[src/rtl/rs_alu_station_if.sv]
// Insert, CDB snoop and ALU result bundle of the ALU reservation station.
interface rs_alu_station_if #(
  parameter int ROB_SIZE_BIT = 4,
  parameter int RS_TYPE_BIT  = 4,
  parameter int NUM_CDB      = 2
);
  logic                            rs_full;
  logic                            inst_input;
  logic [RS_TYPE_BIT-1:0]          rs_type;
  logic [31:0]                     rs_r1_val, rs_r2_val;
  logic                            rs_r1_has_dep, rs_r2_has_dep;
  logic [ROB_SIZE_BIT-1:0]         rs_r1_dep, rs_r2_dep, rs_rob_id;
  logic [NUM_CDB-1:0]              cdb_ready;
  logic [NUM_CDB*ROB_SIZE_BIT-1:0] cdb_rob_id;
  logic [NUM_CDB*32-1:0]           cdb_value;
  logic                            alu_ready;
  logic [ROB_SIZE_BIT-1:0]         alu_rob_id;
  logic [31:0]                     alu_value;

  modport master (
    output inst_input, rs_type, rs_r1_val, rs_r2_val, rs_r1_has_dep, rs_r2_has_dep,
           rs_r1_dep, rs_r2_dep, rs_rob_id, cdb_ready, cdb_rob_id, cdb_value,
    input  rs_full, alu_ready, alu_rob_id, alu_value
  );
  modport slave (
    input  inst_input, rs_type, rs_r1_val, rs_r2_val, rs_r1_has_dep, rs_r2_has_dep,
           rs_r1_dep, rs_r2_dep, rs_rob_id, cdb_ready, cdb_rob_id, cdb_value,
    output rs_full, alu_ready, alu_rob_id, alu_value
  );
endinterface

[src/rtl/rs_alu_station.sv]
// Reservation station with single-cycle integer ALU, CDB operand snooping and one issue per cycle.
// Define RS_OLDEST_FIRST_EN for age-matrix oldest-ready select; otherwise lowest-index ready wins.
module rs_alu_station #(
  parameter int RS_SIZE      = 8,
  parameter int RS_SIZE_BIT  = 3,
  parameter int ROB_SIZE_BIT = 4,
  parameter int RS_TYPE_BIT  = 4,
  parameter int NUM_CDB      = 2
) (
  input logic             clk_in,
  input logic             rst_in,
  input logic             rdy_in,
  input logic             clear,
  rs_alu_station_if.slave bus
);
  typedef struct packed {
    logic                    busy;
    logic [RS_TYPE_BIT-1:0]  op;
    logic                    r1_has_dep, r2_has_dep;
    logic [ROB_SIZE_BIT-1:0] r1_dep, r2_dep, rob_id;
    logic [31:0]             r1_val, r2_val;
  } entry_t;

  entry_t                  ent_q [RS_SIZE];
  entry_t                  ent_d [RS_SIZE];
  logic [RS_SIZE-1:0]      busy, ready, sel;
  logic [RS_SIZE_BIT-1:0]  free_idx, sel_idx;
  logic                    ins_ok, any_sel;
  logic                    alu_ready_q;
  logic [ROB_SIZE_BIT-1:0] alu_rob_id_q;
  logic [31:0]             alu_value_q, res, a, b;

  // {hit, value}; iterating downward lets the lowest matching channel win
  function automatic logic [32:0] snoop(input logic [ROB_SIZE_BIT-1:0]         dep,
                                        input logic [NUM_CDB-1:0]              rdy,
                                        input logic [NUM_CDB*ROB_SIZE_BIT-1:0] ids,
                                        input logic [NUM_CDB*32-1:0]           vals);
    logic [32:0] r;
    r = '0;
    for (int k = NUM_CDB-1; k >= 0; k--)
      if (rdy[k] && ids[k*ROB_SIZE_BIT +: ROB_SIZE_BIT] == dep)
        r = {1'b1, vals[k*32 +: 32]};
    return r;
  endfunction

  always_comb begin
    free_idx = '0;
    for (int i = 0; i < RS_SIZE; i++) begin
      busy[i]  = ent_q[i].busy;
      ready[i] = ent_q[i].busy && !ent_q[i].r1_has_dep && !ent_q[i].r2_has_dep;
    end
    for (int i = RS_SIZE-1; i >= 0; i--)
      if (!busy[i]) free_idx = RS_SIZE_BIT'(i);
  end

  assign bus.rs_full = &busy;
  assign ins_ok      = bus.inst_input && !bus.rs_full;

`ifdef RS_OLDEST_FIRST_EN
  // older_q[i][j]: entry j was already waiting when entry i was inserted
  logic [RS_SIZE-1:0] older_q [RS_SIZE];

  always_comb
    for (int i = 0; i < RS_SIZE; i++)
      sel[i] = ready[i] && !(|(older_q[i] & ready));

  always_ff @(posedge clk_in) begin
    if (rst_in) begin
      for (int i = 0; i < RS_SIZE; i++) older_q[i] <= '0;
    end else if (rdy_in && ins_ok && !clear) begin
      for (int r = 0; r < RS_SIZE; r++)
        if (RS_SIZE_BIT'(r) == free_idx) older_q[r] <= busy;
        else                             older_q[r][free_idx] <= 1'b0;
    end
  end
`else
  assign sel = ready & (~ready + 1'b1);
`endif

  always_comb begin
    sel_idx = '0;
    for (int i = 0; i < RS_SIZE; i++)
      if (sel[i]) sel_idx = RS_SIZE_BIT'(i);
  end
  assign any_sel = |sel;

  always_comb begin
    logic [32:0] w1, w2;
    for (int i = 0; i < RS_SIZE; i++) begin
      ent_d[i] = ent_q[i];
      w1 = snoop(ent_q[i].r1_dep, bus.cdb_ready, bus.cdb_rob_id, bus.cdb_value);
      w2 = snoop(ent_q[i].r2_dep, bus.cdb_ready, bus.cdb_rob_id, bus.cdb_value);
      if (ent_q[i].busy && ent_q[i].r1_has_dep && w1[32]) begin
        ent_d[i].r1_has_dep = 1'b0;
        ent_d[i].r1_val     = w1[31:0];
      end
      if (ent_q[i].busy && ent_q[i].r2_has_dep && w2[32]) begin
        ent_d[i].r2_has_dep = 1'b0;
        ent_d[i].r2_val     = w2[31:0];
      end
      if (sel[i]) ent_d[i].busy = 1'b0;
      if (ins_ok && free_idx == RS_SIZE_BIT'(i)) begin
        w1 = snoop(bus.rs_r1_dep, bus.cdb_ready, bus.cdb_rob_id, bus.cdb_value);
        w2 = snoop(bus.rs_r2_dep, bus.cdb_ready, bus.cdb_rob_id, bus.cdb_value);
        ent_d[i].busy       = 1'b1;
        ent_d[i].op         = bus.rs_type;
        ent_d[i].rob_id     = bus.rs_rob_id;
        ent_d[i].r1_dep     = bus.rs_r1_dep;
        ent_d[i].r2_dep     = bus.rs_r2_dep;
        ent_d[i].r1_has_dep = bus.rs_r1_has_dep && !w1[32];
        ent_d[i].r2_has_dep = bus.rs_r2_has_dep && !w2[32];
        ent_d[i].r1_val     = (bus.rs_r1_has_dep && w1[32]) ? w1[31:0] : bus.rs_r1_val;
        ent_d[i].r2_val     = (bus.rs_r2_has_dep && w2[32]) ? w2[31:0] : bus.rs_r2_val;
      end
      if (clear) ent_d[i].busy = 1'b0;
    end
  end

  always_comb begin
    a   = ent_q[sel_idx].r1_val;
    b   = ent_q[sel_idx].r2_val;
    res = '0;
    case (int'(ent_q[sel_idx].op))
      0:  res = a + b;
      1:  res = a - b;
      2:  res = a & b;
      3:  res = a | b;
      4:  res = a ^ b;
      5:  res = a << b[4:0];
      6:  res = a >> b[4:0];
      7:  res = $unsigned($signed(a) >>> b[4:0]);
      8:  res = {31'b0, $signed(a) < $signed(b)};
      9:  res = {31'b0, a < b};
      10: res = {31'b0, a == b};
      11: res = {31'b0, a != b};
      12: res = {31'b0, $signed(a) < $signed(b)};
      13: res = {31'b0, $signed(a) >= $signed(b)};
      14: res = {31'b0, a < b};
      15: res = {31'b0, a >= b};
      default: res = '0;
    endcase
  end

  always_ff @(posedge clk_in) begin
    if (rst_in) begin
      for (int i = 0; i < RS_SIZE; i++) ent_q[i] <= '0;
      alu_ready_q  <= 1'b0;
      alu_rob_id_q <= '0;
      alu_value_q  <= '0;
    end else if (rdy_in) begin
      ent_q <= ent_d;
      if (clear) begin
        alu_ready_q <= 1'b0;
      end else begin
        alu_ready_q <= any_sel;
        if (any_sel) begin
          alu_rob_id_q <= ent_q[sel_idx].rob_id;
          alu_value_q  <= res;
        end
      end
    end
  end

  assign bus.alu_ready  = alu_ready_q;
  assign bus.alu_rob_id = alu_rob_id_q;
  assign bus.alu_value  = alu_value_q;
endmodule

[src/flat_wrapper.sv]
// flat-port wrapper written by rule: the top's interface ports become plain ports
module rs_alu_station_flat 
#(
  parameter int RS_SIZE      = 8,
  parameter int RS_SIZE_BIT  = 3,
  parameter int ROB_SIZE_BIT = 4,
  parameter int RS_TYPE_BIT  = 4,
  parameter int NUM_CDB      = 2
)
  (clk_in, rst_in, rdy_in, clear, bus_inst_input, bus_rs_type, bus_rs_r1_val, bus_rs_r2_val, bus_rs_r1_has_dep, bus_rs_r2_has_dep, bus_rs_r1_dep, bus_rs_r2_dep, bus_rs_rob_id, bus_cdb_ready, bus_cdb_rob_id, bus_cdb_value, bus_rs_full, bus_alu_ready, bus_alu_rob_id, bus_alu_value);
  rs_alu_station_if #(.ROB_SIZE_BIT(ROB_SIZE_BIT), .RS_TYPE_BIT(RS_TYPE_BIT), .NUM_CDB(NUM_CDB)) bus_i ();
  input logic clk_in;
  input logic rst_in;
  input logic rdy_in;
  input logic clear;
  input wire logic [$bits(bus_i.inst_input)-1:0] bus_inst_input;
  input wire logic [$bits(bus_i.rs_type)-1:0] bus_rs_type;
  input wire logic [$bits(bus_i.rs_r1_val)-1:0] bus_rs_r1_val;
  input wire logic [$bits(bus_i.rs_r2_val)-1:0] bus_rs_r2_val;
  input wire logic [$bits(bus_i.rs_r1_has_dep)-1:0] bus_rs_r1_has_dep;
  input wire logic [$bits(bus_i.rs_r2_has_dep)-1:0] bus_rs_r2_has_dep;
  input wire logic [$bits(bus_i.rs_r1_dep)-1:0] bus_rs_r1_dep;
  input wire logic [$bits(bus_i.rs_r2_dep)-1:0] bus_rs_r2_dep;
  input wire logic [$bits(bus_i.rs_rob_id)-1:0] bus_rs_rob_id;
  input wire logic [$bits(bus_i.cdb_ready)-1:0] bus_cdb_ready;
  input wire logic [$bits(bus_i.cdb_rob_id)-1:0] bus_cdb_rob_id;
  input wire logic [$bits(bus_i.cdb_value)-1:0] bus_cdb_value;
  output wire logic [$bits(bus_i.rs_full)-1:0] bus_rs_full;
  output wire logic [$bits(bus_i.alu_ready)-1:0] bus_alu_ready;
  output wire logic [$bits(bus_i.alu_rob_id)-1:0] bus_alu_rob_id;
  output wire logic [$bits(bus_i.alu_value)-1:0] bus_alu_value;
  assign bus_i.inst_input = bus_inst_input;
  assign bus_i.rs_type = bus_rs_type;
  assign bus_i.rs_r1_val = bus_rs_r1_val;
  assign bus_i.rs_r2_val = bus_rs_r2_val;
  assign bus_i.rs_r1_has_dep = bus_rs_r1_has_dep;
  assign bus_i.rs_r2_has_dep = bus_rs_r2_has_dep;
  assign bus_i.rs_r1_dep = bus_rs_r1_dep;
  assign bus_i.rs_r2_dep = bus_rs_r2_dep;
  assign bus_i.rs_rob_id = bus_rs_rob_id;
  assign bus_i.cdb_ready = bus_cdb_ready;
  assign bus_i.cdb_rob_id = bus_cdb_rob_id;
  assign bus_i.cdb_value = bus_cdb_value;
  assign bus_rs_full = bus_i.rs_full;
  assign bus_alu_ready = bus_i.alu_ready;
  assign bus_alu_rob_id = bus_i.alu_rob_id;
  assign bus_alu_value = bus_i.alu_value;
  rs_alu_station #(.RS_SIZE(RS_SIZE), .RS_SIZE_BIT(RS_SIZE_BIT), .ROB_SIZE_BIT(ROB_SIZE_BIT), .RS_TYPE_BIT(RS_TYPE_BIT), .NUM_CDB(NUM_CDB)) u_core (.clk_in(clk_in), .rst_in(rst_in), .rdy_in(rdy_in), .clear(clear), .bus(bus_i));
endmodule
[config.mk]
export PLATFORM = sky130hd
export DESIGN_NAME = rs_alu_station_flat
export DESIGN_NICKNAME = d
export VERILOG_FILES = /design/src/rtl/rs_alu_station_if.sv /design/src/rtl/rs_alu_station.sv /design/src/flat_wrapper.sv
export SDC_FILE = /design/constraint.sdc
export NUM_CORES = 2
export LEC_CHECK = 0
export CAP_MARGIN = 20
export CORE_ASPECT_RATIO = 1.75
export CORE_MARGIN = 1.5
export CORE_UTILIZATION = 63
export CTS_CLUSTER_SIZE = 40
export DETAILED_ROUTE_END_ITERATION = 16
export PLACE_DENSITY = 0.89
export SLEW_MARGIN = 5
export SYNTH_ARGS = -nofsm -noshare
export SYNTH_HDL_FRONTEND = slang
export SYNTH_SLANG_ARGS = --single-unit
[constraint.sdc]
create_clock -name clk_in -period 6.55 [get_ports clk_in]
set_input_delay 1.6375 -clock clk_in [delete_from_list [all_inputs] [get_ports clk_in]]
set_output_delay 1.6375 -clock clk_in [all_outputs]
set_load 0.05 [all_outputs]
==> results.tsv, run 1 <==
stage	metric	value	unit
cts	total CTS buffers	67	
run_status	Log Error	[ERROR GRT-0116] Global routing finished with congestion. Check the congestion regions in the DRC Viewer.	
logic_synthesis	Distinct cells, synth	105	
cts	Longest Clk Path Bufs	3	
logic_synthesis	Syn Inst Count	6881	
grt	first-pass GRT wire length	494000	µm
grt	gr ovfl total	410	
logic_synthesis	main flop type after synthesis	dfxtp_1	
placement	hpwl dp	192000	µm
logic_synthesis	Synth area leader	dfxtp_1	
grt	number of global-route vias before repair	66800	
logic_synthesis	top-count cell post-synth	nand2_1	
placement	PortBufs	198	
cts	H-tree depth	3	
cts	Post-CTS Resized	0	
logic_synthesis	fraction of registers with async set/reset	0	
logic_synthesis	syn_area_per_cell	7.44	µm²
cts	Hold Buf Count CTS	0	
grt	gr usage total	0.785	
run_status	status	aborted with a tool error	
logic_synthesis	most frequent cells after synthesis	nand2_1, nor2_1, dfxtp_1	
run_status	Failed at	global routing	
logic_synthesis	Synthesized Nets	7141	
logic_synthesis	EDFF count, synth	0	
floorplanning	Die Span Y	380	µm
logic_synthesis	synthesis warning total	0	
placement	gpl congestion	1.25	
grt	pin count of the biggest net entering global routing	252	
floorplanning	Starting Density	0.635	
floorplanning	boundary pin count	199	
cts	Root Buffer	clkbuf_16	
floorplanning	site row count	138	
cts	postcts setup bufs	0	
logic_synthesis	post-synthesis sequential area ratio	0.274	
logic_synthesis	Synth top area share	0.274	
floorplanning	die width	218	µm
placement	placed inst area	55500	µm²
logic_synthesis	Mapped Area	51200	µm²
placement	Placed Cells	7796	
logic_synthesis	Synth area leaders	dfxtp_1, mux2i_1, nand2_1	
logic_synthesis	flops & latches, synth	701	
cts	clock sink count	701	
-- kinds of logic after synthesis --
| family | after synthesis | share of synthesized area |
|---|---|---|
| compound gates | 2071 | 0.275 |
| simple gates | 2193 | 0.183 |
| buf+inv | 914 | 0.0699 |
| flops | 701 | 0.274 |
| mux | 734 | 0.145 |
| fa+ha+maj | 100 | 0.0247 |
| xor+xnor | 168 | 0.0287 |
-- metal layers --
metal | overflow | GRT usage
met5 | 6 | 0.360
met4 | 181 | 0.792
met3 | 11 | 0.628
met2 | 206 | 0.942
met1 | 6 | 0.783
-- through the flow --
stage                     utilization  hold slack [ps]  setup WS (ps)
after floorplan                     -              432            610
after global placement          0.688              438            268
after detailed placement        0.688              444            180
after CTS                       0.717              453            189
==> run 2: changes to the inputs <==
--- a/config.mk
+++ b/config.mk
@@ -6,12 +6,10 @@
 export NUM_CORES = 2
 export LEC_CHECK = 0
 export CAP_MARGIN = 20
-export CORE_ASPECT_RATIO = 1.75
 export CORE_MARGIN = 1.5
-export CORE_UTILIZATION = 63
-export CTS_CLUSTER_SIZE = 40
+export CORE_UTILIZATION = 40
 export DETAILED_ROUTE_END_ITERATION = 16
-export PLACE_DENSITY = 0.89
+export PLACE_DENSITY_LB_ADDON = 0.15
 export SLEW_MARGIN = 5
 export SYNTH_ARGS = -nofsm -noshare
 export SYNTH_HDL_FRONTEND = slang
==> run 2 against run 1 <==
  * The run now ends clean
  * Area after synthesis unchanged
  * Synthesized cell count is the same
==> results.tsv, run 2 <==
stage	metric	value	unit
finish	layout cells sized above 1	0.116	
routing	vias after detailed routing	56800	
finish	Post-Layout Inst Area	59500	µm²
logic_synthesis	Mapped Area	51200	µm²
cts	clock latency on the worst-skew pair	730	ps
run_status	status	completed	
cts	clock sink count	701	
timing	Max Slew Vio Count	0	
logic_synthesis	most frequent cells after synthesis	nand2_1, nor2_1, dfxtp_1	
setup_path	crit path DAT	6840	ps
setup_path	WS Path Type	register to register	
routing	number of vias per cell	6.63	
floorplanning	boundary pin count	199	
logic_synthesis	Distinct cells, synth	105	
min_path	type of the most critical hold path	register to register	
placement	placed inst area	56300	µm²
timing	Fin Clk Skew	53.3	ps
finish	final core utilization	0.468	
placement	DP Worst Slack	221	ps
logic_synthesis	fraction of registers with async set/reset	0	
placement	gpl congestion	1.01	
routing	Avg WL per Cell	31.3	µm
timing	crit path time final	6280	ps
timing	final hold viol count	0	
placement	PortBufs	198	
grt	first-pass GRT wire length	384000	µm
cts	CTS tree	yes	
setup_path	Critical Path Sink Type	register	
floorplanning	die area	130000	µm²
pwr	Leak	20.4	nW
timing	RSZ-0062 raised after global routing	no	
finish	footprint of the multi-input gates	34200	µm²
pwr	power density over the cells	204	nW/µm²
grt	gr ovfl total	0	
pwr	highest ir drop seen on vdd	199	µV
cts	Longest Clk Path Bufs	3	
grt	pin count of the biggest net entering global routing	213	
floorplanning	Die Span Y	361	µm
finish	Syn-to-layout area delta	16.3	%
setup_path	crit-path max FO	112	
finish	Layout Cells excl Fill	8578	
timing	Worst-Margin Slew	1320	ps
logic_synthesis	flops & latches, synth	701	
timing	final period utilization	0.959	
placement	Placed Cells	8411	
timing	Setup WS post-layout	266	ps
finish	ant diodes	0	
grt	gr usage total	0.394	
timing	Setup Total Neg Slack	0	ps
cts	total CTS buffers	89	
floorplanning	Core ar.	127000	µm²
logic_synthesis	main flop type after synthesis	dfxtp_1	
floorplanning	Starting Density	0.402	
logic_synthesis	Syn Inst Count	6881	
routing	Pre-antenna DRT Iters	8	
cts	H-tree depth	3	
timing	f_max	159	MHz
finish	Biggest register	u_core.ent_q	
finish	max reg flops	656	
cts	Reg clk slew, reported paths	60	ps
logic_synthesis	syn_area_per_cell	7.44	µm²
logic_synthesis	post-synthesis sequential area ratio	0.274	
grt	initial antenna violation count	8	
logic_synthesis	Synth top area share	0.274	
grt	number of global-route vias before repair	52900	
floorplanning	die width	361	µm
finish	Reg area	14000	µm²
job	Max-Cap Viols	0	
routing	initial drt markers	7850	
cts	Hold Buf Count CTS	0	
logic_synthesis	Synth area leaders	dfxtp_1, mux2i_1, nand2_1	
routing	DRC viols	0	
timing	Setup-failing EPs final	0	
routing	Antenna Nets Post-Route	0	
logic_synthesis	EDFF count, synth	0	
floorplanning	site row count	131	
finish	commonest non-fill, non-tap cell in the layout	nand2_1	
finish	commonest cells after routing, fill and taps aside	nand2_1, nor2_1, dfxtp_1, mux2i_1, o21ai_0	
placement	hpwl dp	177000	µm
setup_path	crit path launch type	register	
cts	Root Buffer	clkbuf_16	
finish	fillcell total	12800	
finish	final net count	7102	
logic_synthesis	top-count cell post-synth	nand2_1	
setup_path	Worst Path Required	7110	ps
logic_synthesis	Synthesized Nets	7141	
timing	worst rel slew slack	0.120	
logic_synthesis	Synth area leader	dfxtp_1	
routing	final WL	268000	µm
logic_synthesis	synthesis warning total	0	
-- run 2: cell counts after synthesis --
Identical to the previous run, type by type.
-- run 2: metal layers --
layer,global-route usage,vias up,share of wire
met5,0,-,0.00029
met4,0.211,12,0.061
met3,0.0857,701,0.10
met2,0.582,3595,0.42
met1,0.532,27600,0.42
li1,-,24900,-
-- run 2: per-stage QoR --
step | total power [mW] | hold slack (ps)
finish | 12.2 | 451
global route | 12.5 | 468
CTS | 12.1 | 451
detailed placement | 6.78 | 443
global placement | 6.79 | 437
floorplan | 5.75 | 432
-- run 2: logic make-up after synthesis --
| family | share of synthesized area |
|---|---|
| and+or+nand+nor | 0.183 |
| AOI/OAI and AO/OA | 0.275 |
| buffers and inverters | 0.0699 |
| muxes | 0.145 |
| DFF | 0.274 |
| xor gates and xnor gates | 0.0287 |
| adders and majority gates | 0.0247 |
-- run 2: final cells by class --
| type | instances | share of cell area |
|---|---|---|
| repair buffers | 638 | 0.0939 |
| clock inverters | 42 | 0.00937 |
| well taps | 1662 | 0.0349 |
| multi-input cells | 5267 | 0.574 |
| flip-flops and latches | 701 | 0.236 |
| inverters | 145 | 0.00918 |
| clock buffers | 123 | 0.0432 |
-- run 2: path summary, 6_finish.rpt --
path	endpoint	cells past startpoint	from	slack, ps
worst max register to register	u_core.bus.alu_value[0]	22	u_core.ent_q[159]	270
worst min register to register	u_core.ent_q[148]	2	u_core.ent_q[148]	450
worst max-delay path	u_core.bus.alu_value[0]	22	u_core.ent_q[159]	270
worst min-delay path	u_core.ent_q[148]	2	u_core.ent_q[148]	450
-- run 2: critical path, cell delays in order (launching register included) --
cell and delay, ps:
dfxtp_1 330, or3b_1 500, a211oi_4 390, o21a_4 280, buf_12 490, a211oi_1 110, a2111oi_1 630, buf_4 290
nor2_1 150, buf_4 170, inv_1 70, ha_1 240, or4_1 580, buf_4 180, nor3_1 170, buf_4 170
and3_1 190, nor2_1 90, o2bb2ai_1 150, a211oi_1 240, o21ai_0 120, a221oi_1 340, a21oi_1 110
-- run 2: repair_timing --
item                                    CTS  global route
endpoints found under the setup margin    0            13
setup buffers                             0             1
gates resized for setup                   0            21
-- run 2: report_power, final --
group | switching, mW | internal (mW)
logic | 1.63 | 0.828
registers | 0.0261 | 4.31
clock network | 2.23 | 3.16
total | 3.88 | 8.29
(Power assumes the default switching activity.)
